`src/rtl/decode_regfile_stage_pkg.sv`:
```
// Shared types and sizes for the decode/register-file stage.
// Optional raw debug read port: REGFILE_DEBUG_PORT_EN.
package decode_regfile_stage_pkg;

  localparam int DATA_W   = 16;
  localparam int ADDR_W   = 3;
  localparam int NUM_REGS = 2 ** ADDR_W;
  localparam int CTRL_W   = 8;

  localparam logic [ADDR_W-1:0] REG_ZERO = '0;

  typedef struct packed {
    logic [DATA_W-1:0] rs1_data;
    logic [DATA_W-1:0] rs2_data;
    logic [ADDR_W-1:0] rs1;
    logic [ADDR_W-1:0] rs2;
    logic [ADDR_W-1:0] rd;
    logic [DATA_W-1:0] imm;
    logic [DATA_W-1:0] pc;
    logic [CTRL_W-1:0] ctrl;
    logic              valid;
  } id_ex_t;

endpackage

```
`src/rtl/decode_regfile_stage_if.sv`:
```
// Decode, write-back and ID/EX signal bundle.
// REGFILE_DEBUG_PORT_EN adds dbgAddr/dbgData.
interface decode_regfile_stage_if;
  import decode_regfile_stage_pkg::*;

  logic              stall;
  logic              flush;
  logic              validIn;
  logic [ADDR_W-1:0] rs1Addr;
  logic [ADDR_W-1:0] rs2Addr;
  logic [ADDR_W-1:0] rdIn;
  logic [DATA_W-1:0] immIn;
  logic [DATA_W-1:0] pcIn;
  logic [CTRL_W-1:0] ctrlIn;
  logic              regWriteOut;
  logic [ADDR_W-1:0] loadAddr;
  logic [DATA_W-1:0] loadData;
  logic [DATA_W-1:0] rs1Data;
  logic [DATA_W-1:0] rs2Data;
  logic [ADDR_W-1:0] rs1EX;
  logic [ADDR_W-1:0] rs2EX;
  logic [ADDR_W-1:0] rdEX;
  logic [DATA_W-1:0] immEX;
  logic [DATA_W-1:0] pcEX;
  logic [CTRL_W-1:0] ctrlEX;
  logic              validEX;
`ifdef REGFILE_DEBUG_PORT_EN
  logic [ADDR_W-1:0] dbgAddr;
  logic [DATA_W-1:0] dbgData;
`endif

  modport master (
    output stall, flush, validIn,
    output rs1Addr, rs2Addr, rdIn,
    output immIn, pcIn, ctrlIn,
    output regWriteOut, loadAddr, loadData,
`ifdef REGFILE_DEBUG_PORT_EN
    output dbgAddr,
    input  dbgData,
`endif
    input  rs1Data, rs2Data,
    input  rs1EX, rs2EX, rdEX,
    input  immEX, pcEX, ctrlEX, validEX
  );

  modport slave (
    input  stall, flush, validIn,
    input  rs1Addr, rs2Addr, rdIn,
    input  immIn, pcIn, ctrlIn,
    input  regWriteOut, loadAddr, loadData,
`ifdef REGFILE_DEBUG_PORT_EN
    input  dbgAddr,
    output dbgData,
`endif
    output rs1Data, rs2Data,
    output rs1EX, rs2EX, rdEX,
    output immEX, pcEX, ctrlEX, validEX
  );

endinterface

```
`src/rtl/decode_regfile_stage_regfile_2r1w.sv`:
```
// 2-read 1-write register file, r0 hardwired to zero, WB bypass.
// REGFILE_DEBUG_PORT_EN adds an unbypassed debug read.
module regfile_2r1w
  import decode_regfile_stage_pkg::*;
(
  input  logic              clk_i,
  input  logic              rst_i,
  input  logic              we_i,
  input  logic [ADDR_W-1:0] waddr_i,
  input  logic [DATA_W-1:0] wdata_i,
  input  logic [ADDR_W-1:0] raddr1_i,
  input  logic [ADDR_W-1:0] raddr2_i,
  output logic [DATA_W-1:0] rdata1_o,
  output logic [DATA_W-1:0] rdata2_o
`ifdef REGFILE_DEBUG_PORT_EN
  ,
  input  logic [ADDR_W-1:0] dbg_addr_i,
  output logic [DATA_W-1:0] dbg_data_o
`endif
);

  logic [DATA_W-1:0] regs_q [NUM_REGS];
  logic              wr_en;

  assign wr_en = we_i && (waddr_i != REG_ZERO);

  always_ff @(posedge clk_i) begin
    if (rst_i) begin
      for (int i = 0; i < NUM_REGS; i++) begin
        regs_q[i] <= '0;
      end
    end else if (wr_en) begin
      regs_q[waddr_i] <= wdata_i;
    end
  end

  function automatic logic [DATA_W-1:0] rd_byp(
    input logic [ADDR_W-1:0] a
  );
    logic [DATA_W-1:0] r;
    r = regs_q[a];
    if (a == REG_ZERO) r = '0;
    else if (we_i && waddr_i == a) r = wdata_i;
    return r;
  endfunction

  assign rdata1_o = rd_byp(raddr1_i);
  assign rdata2_o = rd_byp(raddr2_i);

`ifdef REGFILE_DEBUG_PORT_EN
  assign dbg_data_o = (dbg_addr_i == REG_ZERO) ? '0
                    : regs_q[dbg_addr_i];
`endif

endmodule

```
`src/rtl/decode_regfile_stage.sv`:
```
// Decode stage: register file read plus ID/EX pipeline register.
// REGFILE_DEBUG_PORT_EN exposes a raw register-file read.
module decode_regfile_stage
  import decode_regfile_stage_pkg::*;
(
  input logic                 clk,
  input logic                 reset,
  decode_regfile_stage_if.slave bus
);

  logic [DATA_W-1:0] op1;
  logic [DATA_W-1:0] op2;
  logic              wb_hit;
  id_ex_t            ex_q;
  id_ex_t            ex_d;

  regfile_2r1w u_rf (
    .clk_i      (clk),
    .rst_i      (reset),
    .we_i       (bus.regWriteOut),
    .waddr_i    (bus.loadAddr),
    .wdata_i    (bus.loadData),
    .raddr1_i   (bus.rs1Addr),
    .raddr2_i   (bus.rs2Addr),
    .rdata1_o   (op1),
    .rdata2_o   (op2)
`ifdef REGFILE_DEBUG_PORT_EN
    ,
    .dbg_addr_i (bus.dbgAddr),
    .dbg_data_o (bus.dbgData)
`endif
  );

  assign wb_hit = bus.regWriteOut
               && (bus.loadAddr != REG_ZERO);

  always_comb begin
    ex_d = ex_q;
    if (bus.flush) begin
      ex_d = '0;
    end else if (bus.stall) begin
      // keep held operands coherent with WB
      if (wb_hit && bus.loadAddr == ex_q.rs1)
        ex_d.rs1_data = bus.loadData;
      if (wb_hit && bus.loadAddr == ex_q.rs2)
        ex_d.rs2_data = bus.loadData;
    end else begin
      ex_d.rs1_data = op1;
      ex_d.rs2_data = op2;
      ex_d.rs1      = bus.rs1Addr;
      ex_d.rs2      = bus.rs2Addr;
      ex_d.rd       = bus.rdIn;
      ex_d.imm      = bus.immIn;
      ex_d.pc       = bus.pcIn;
      ex_d.ctrl     = bus.ctrlIn;
      ex_d.valid    = bus.validIn;
    end
  end

  always_ff @(posedge clk) begin
    if (reset) ex_q <= '0;
    else       ex_q <= ex_d;
  end

  assign bus.rs1Data = ex_q.rs1_data;
  assign bus.rs2Data = ex_q.rs2_data;
  assign bus.rs1EX   = ex_q.rs1;
  assign bus.rs2EX   = ex_q.rs2;
  assign bus.rdEX    = ex_q.rd;
  assign bus.immEX   = ex_q.imm;
  assign bus.pcEX    = ex_q.pc;
  assign bus.ctrlEX  = ex_q.ctrl;
  assign bus.validEX = ex_q.valid;

endmodule
```
`src/flat_wrapper.sv`:
```
// flat-port wrapper written by rule: the top's interface ports become plain ports
module decode_regfile_stage_flat import decode_regfile_stage_pkg::*;
  (clk, reset, bus_stall, bus_flush, bus_validIn, bus_rs1Addr, bus_rs2Addr, bus_rdIn, bus_immIn, bus_pcIn, bus_ctrlIn, bus_regWriteOut, bus_loadAddr, bus_loadData, bus_rs1Data, bus_rs2Data, bus_rs1EX, bus_rs2EX, bus_rdEX, bus_immEX, bus_pcEX, bus_ctrlEX, bus_validEX);
  decode_regfile_stage_if bus_i ();
  input logic clk;
  input logic reset;
  input wire logic [$bits(bus_i.stall)-1:0] bus_stall;
  input wire logic [$bits(bus_i.flush)-1:0] bus_flush;
  input wire logic [$bits(bus_i.validIn)-1:0] bus_validIn;
  input wire logic [$bits(bus_i.rs1Addr)-1:0] bus_rs1Addr;
  input wire logic [$bits(bus_i.rs2Addr)-1:0] bus_rs2Addr;
  input wire logic [$bits(bus_i.rdIn)-1:0] bus_rdIn;
  input wire logic [$bits(bus_i.immIn)-1:0] bus_immIn;
  input wire logic [$bits(bus_i.pcIn)-1:0] bus_pcIn;
  input wire logic [$bits(bus_i.ctrlIn)-1:0] bus_ctrlIn;
  input wire logic [$bits(bus_i.regWriteOut)-1:0] bus_regWriteOut;
  input wire logic [$bits(bus_i.loadAddr)-1:0] bus_loadAddr;
  input wire logic [$bits(bus_i.loadData)-1:0] bus_loadData;
  output wire logic [$bits(bus_i.rs1Data)-1:0] bus_rs1Data;
  output wire logic [$bits(bus_i.rs2Data)-1:0] bus_rs2Data;
  output wire logic [$bits(bus_i.rs1EX)-1:0] bus_rs1EX;
  output wire logic [$bits(bus_i.rs2EX)-1:0] bus_rs2EX;
  output wire logic [$bits(bus_i.rdEX)-1:0] bus_rdEX;
  output wire logic [$bits(bus_i.immEX)-1:0] bus_immEX;
  output wire logic [$bits(bus_i.pcEX)-1:0] bus_pcEX;
  output wire logic [$bits(bus_i.ctrlEX)-1:0] bus_ctrlEX;
  output wire logic [$bits(bus_i.validEX)-1:0] bus_validEX;
  assign bus_i.stall = bus_stall;
  assign bus_i.flush = bus_flush;
  assign bus_i.validIn = bus_validIn;
  assign bus_i.rs1Addr = bus_rs1Addr;
  assign bus_i.rs2Addr = bus_rs2Addr;
  assign bus_i.rdIn = bus_rdIn;
  assign bus_i.immIn = bus_immIn;
  assign bus_i.pcIn = bus_pcIn;
  assign bus_i.ctrlIn = bus_ctrlIn;
  assign bus_i.regWriteOut = bus_regWriteOut;
  assign bus_i.loadAddr = bus_loadAddr;
  assign bus_i.loadData = bus_loadData;
  assign bus_rs1Data = bus_i.rs1Data;
  assign bus_rs2Data = bus_i.rs2Data;
  assign bus_rs1EX = bus_i.rs1EX;
  assign bus_rs2EX = bus_i.rs2EX;
  assign bus_rdEX = bus_i.rdEX;
  assign bus_immEX = bus_i.immEX;
  assign bus_pcEX = bus_i.pcEX;
  assign bus_ctrlEX = bus_i.ctrlEX;
  assign bus_validEX = bus_i.validEX;
  decode_regfile_stage u_core (.clk(clk), .reset(reset), .bus(bus_i));
endmodule
```
`config.mk`:
```
export PLATFORM = sky130hd
export DESIGN_NAME = decode_regfile_stage_flat
export DESIGN_NICKNAME = d
export VERILOG_FILES = /design/src/rtl/decode_regfile_stage_pkg.sv /design/src/rtl/decode_regfile_stage_if.sv /design/src/rtl/decode_regfile_stage_regfile_2r1w.sv /design/src/rtl/decode_regfile_stage.sv /design/src/flat_wrapper.sv
export SDC_FILE = /design/constraint.sdc
export NUM_CORES = 1
export LEC_CHECK = 0
export CAP_MARGIN = 20
export CORE_ASPECT_RATIO = 0.6
export CORE_MARGIN = 1.5
export CORE_UTILIZATION = 41
export DETAILED_ROUTE_END_ITERATION = 10
export GPL_ROUTABILITY_DRIVEN = 0
export PLACE_DENSITY = 0.66
export REMOVE_ABC_BUFFERS = 1
export SYNTH_ARGS = -nofsm -noshare
export SYNTH_HDL_FRONTEND = slang
export SYNTH_SLANG_ARGS = --single-unit
```
`constraint.sdc`:
```
create_clock -name clk -period 3.7 [get_ports clk]
set_input_delay 0.74 -clock clk [delete_from_list [all_inputs] [get_ports clk]]
set_output_delay 0.74 -clock clk [all_outputs]
set_load 0.1 [all_outputs]
```
==> flow_summary.ini <==
[clock_tree]
h-tree-depth = 1
clk_latency_ps = 510
clockRootBuffer = clkbuf_16
cts.sinks = 210
cts_setup_buffers = 0
cts_tree = built
cts_resized = 0
hold_buffers = 0
cts-buffers-inserted = 22
path_clk_slew_ps = 60
cts_buffer_depth = 3

[cells_and_area]
final_cell_mix = clkdlybuf4s50_1 (152), edfxtp_1 (128), and2_1 (112), mux2i_1 (110), dfxtp_1 (82)
drive_gt1_share_pct = 10.80
antennaDiodeCount = 0
regArea_um2 = 5485
num-fill-cells = 2122
fin_cells = 1313
multi_input_area_um2 = 4446
layout_commonest_cell = clkdlybuf4s50_1
fin_area_um2 = 12790
area_delta_synth_final_pct = 23.96
final_nets = 1049
postLayoutCoreUtil_pct = 52.33

[sta]
finalHoldViolCount = 0
report.final.slew_viol_count = 0
worst_hold_slack_ps = 496.6
final.setup.tns_ps = 0
slew_headroom_pct = 30.39
setup_slack_ps = 860.2
period_share_pct = 76.75
rsz0062_at_grt = false
setup_viol = 0
worst_slew_pin_slew_ps = 1041
clock.fmax_mhz = 352.1
period_needed_ps = 2840
skew_ps = 13.17

[routing]
num_vias = 7298
drc_errors = 0
ant_nets = 0
wl_um = 29710
first_pass_iters = 5
avgViaCountPerCell = 5.558
wl_per_cell_um = 22.63
drt-initial-drc-count = 711

[placed_design]
dp_cells = 1273
hpwl_um = 21090
post-place-ws_ps = 699.7
placedInstanceArea_um2 = 12090
port_buffers = 155

[global_routing]
grtUsageTotal_pct = 22.65
grt_pass1_vias = 7023
grt_pass1_wl_um = 44820
antenna_found_initial = 2
gr-total-overflow = 0
grt_max_degree = 59

[critical_path]
rrSetupSlack_ps = 1790
timing.rr.end = u_core.bus.rs1Data[2]
critPathBufInv = 1
ff2ff_path_depth = 5
cp_top_family = buffers and inverters
cp-startpoint = u_core.bus.rs1Data[3]
crit_type = flop to output pin
critPathMaxStageDelay_ps = 1180
cp.required_ps = 2960
critical_path_depth = 1
slowest_stage = clkdlybuf4s50_1
timing.critical_path.to = bus_rs1Data[3]
end_kind = output pin
crit_arrival_ps = 2100
cp-start-kind = flop
r2r_start = u_core.bus.rs1EX[2]
cp_max_fo = 2
crit_chain = clkdlybuf4s50_1

[floorplan]
start_util_pct = 42.22
dieArea_um2 = 26160
design.core.area_um2 = 24440
die_width_um = 207.8
pin_count = 156
die_y_um = 125.9
rows = 44

[logic_synthesis]
synth.avg_cell_area_um2 = 12.30
async_reset_ff_share_pct = 0
yosys_warnings = 0
syn_inst = 839
ys_ff_latch = 210
synth_cell_types = 37
synth_edf_count = 128
synthesis.area_um2 = 10320
synth.yosys.seq_area_share_pct = 53.15
ys.flop_type = edfxtp_1

[power_and_ir_drop]
p_leak_nw = 4.864
power_mw = 5.867
vdd_drop_max_uv = 271.3
powerDensity_nw_per_um2 = 458.6

[worst_hold_path]
hold_path.class = flop to flop

[outcome]
status = complete, no violations

[job]
cap_violations = 0
[how the worst min path moves through the flow]
| stage | slack [ps] | to | start | cells past startpoint |
|---|---|---|---|---|
| 3_5_place_dp | 480 | u_core.bus.rdEX[0] | u_core.bus.rdEX[0] | 2 |
| 4_1_cts | 500 | u_core.bus.immEX[9] | u_core.bus.immEX[9] | 2 |
| 5_1_grt | 520 | u_core.bus.immEX[6] | u_core.bus.immEX[6] | 2 |
| 6_report | 500 | u_core.bus.pcEX[6] | u_core.bus.pcEX[6] | 2 |
| 3_3_place_gp | 470 | u_core.bus.validEX | u_core.bus.validEX | 2 |
| 2_1_floorplan | 800 | u_core.bus.rs1Data[4] | u_core.u_rf.regs_q[0][4] | 5 |
[cells in the mapped netlist (all sizes together), types with 10 or more instances]
cell type  number  area [µm²]
mux4           36       848.3
clkbuf         48       183.9
buf            37       264.0
edfxtp        128        3844
and2          112       700.7
o211ai         28       235.2
nor2           64       255.2
a211o          28       245.2
o22ai          32       200.2
dfxtp          82        1642
mux2i         110        1101
or2            10       62.56
o21ai          56       280.3
a21oi          28       155.2
xnor2          12       105.1
[area by class of cell]
| type | count | area share (%) |
|---|---|---|
| Sequential cell | 210 | 42.88 |
| Clock buffer | 32 | 4.763 |
| Multi-Input combinational cell | 559 | 34.75 |
| Clock inverter | 8 | 0.7238 |
| Tap cell | 322 | 3.149 |
| Timing Repair Buffer | 182 | 13.73 |
[sequential cells by signal, indices dropped and copies added (netlist names)]
| name | flops |
|---|---|
| u_core.u_rf.regs_q | 128 |
| u_core.bus.immEX | 16 |
| u_core.bus.pcEX | 16 |
| u_core.bus.rs1Data | 16 |
| u_core.bus.rs2Data | 16 |
| u_core.bus.ctrlEX | 8 |
| u_core.bus.rdEX | 3 |
| u_core.bus.rs1EX | 3 |
| u_core.bus.rs2EX | 3 |
| u_core.bus.validEX | 1 |
[power breakdown]
| group | switching [mW] | internal (mW) |
|---|---|---|
| clock network | 0.910 | 1.29 |
| logic | 0.624 | 0.357 |
| registers | 0.0771 | 2.61 |
[cells by family after synthesis]
logic type             count (synthesis)  share of synthesized area (%)
XOR/XNOR                              12                          1.018
AO/OA/AOI/OAI                        181                          11.53
multiplexers                         146                          18.89
buffers and inverters                 85                          4.340
flip-flops                           210                          53.15
AND/OR/NAND/NOR                      204                          11.03
other                                  1                        0.03634
[per-layer routing]
metal  up-vias  GRT usage, %  part of all wire (%)
met1      3602         35.79                    48
li1       3376             -                     -
met4         2         3.607                   1.1
met5         -             0                 0.044
met3        30         6.983                    10
met2       288         30.32                    40
Power figures use the tool's default switching activity.
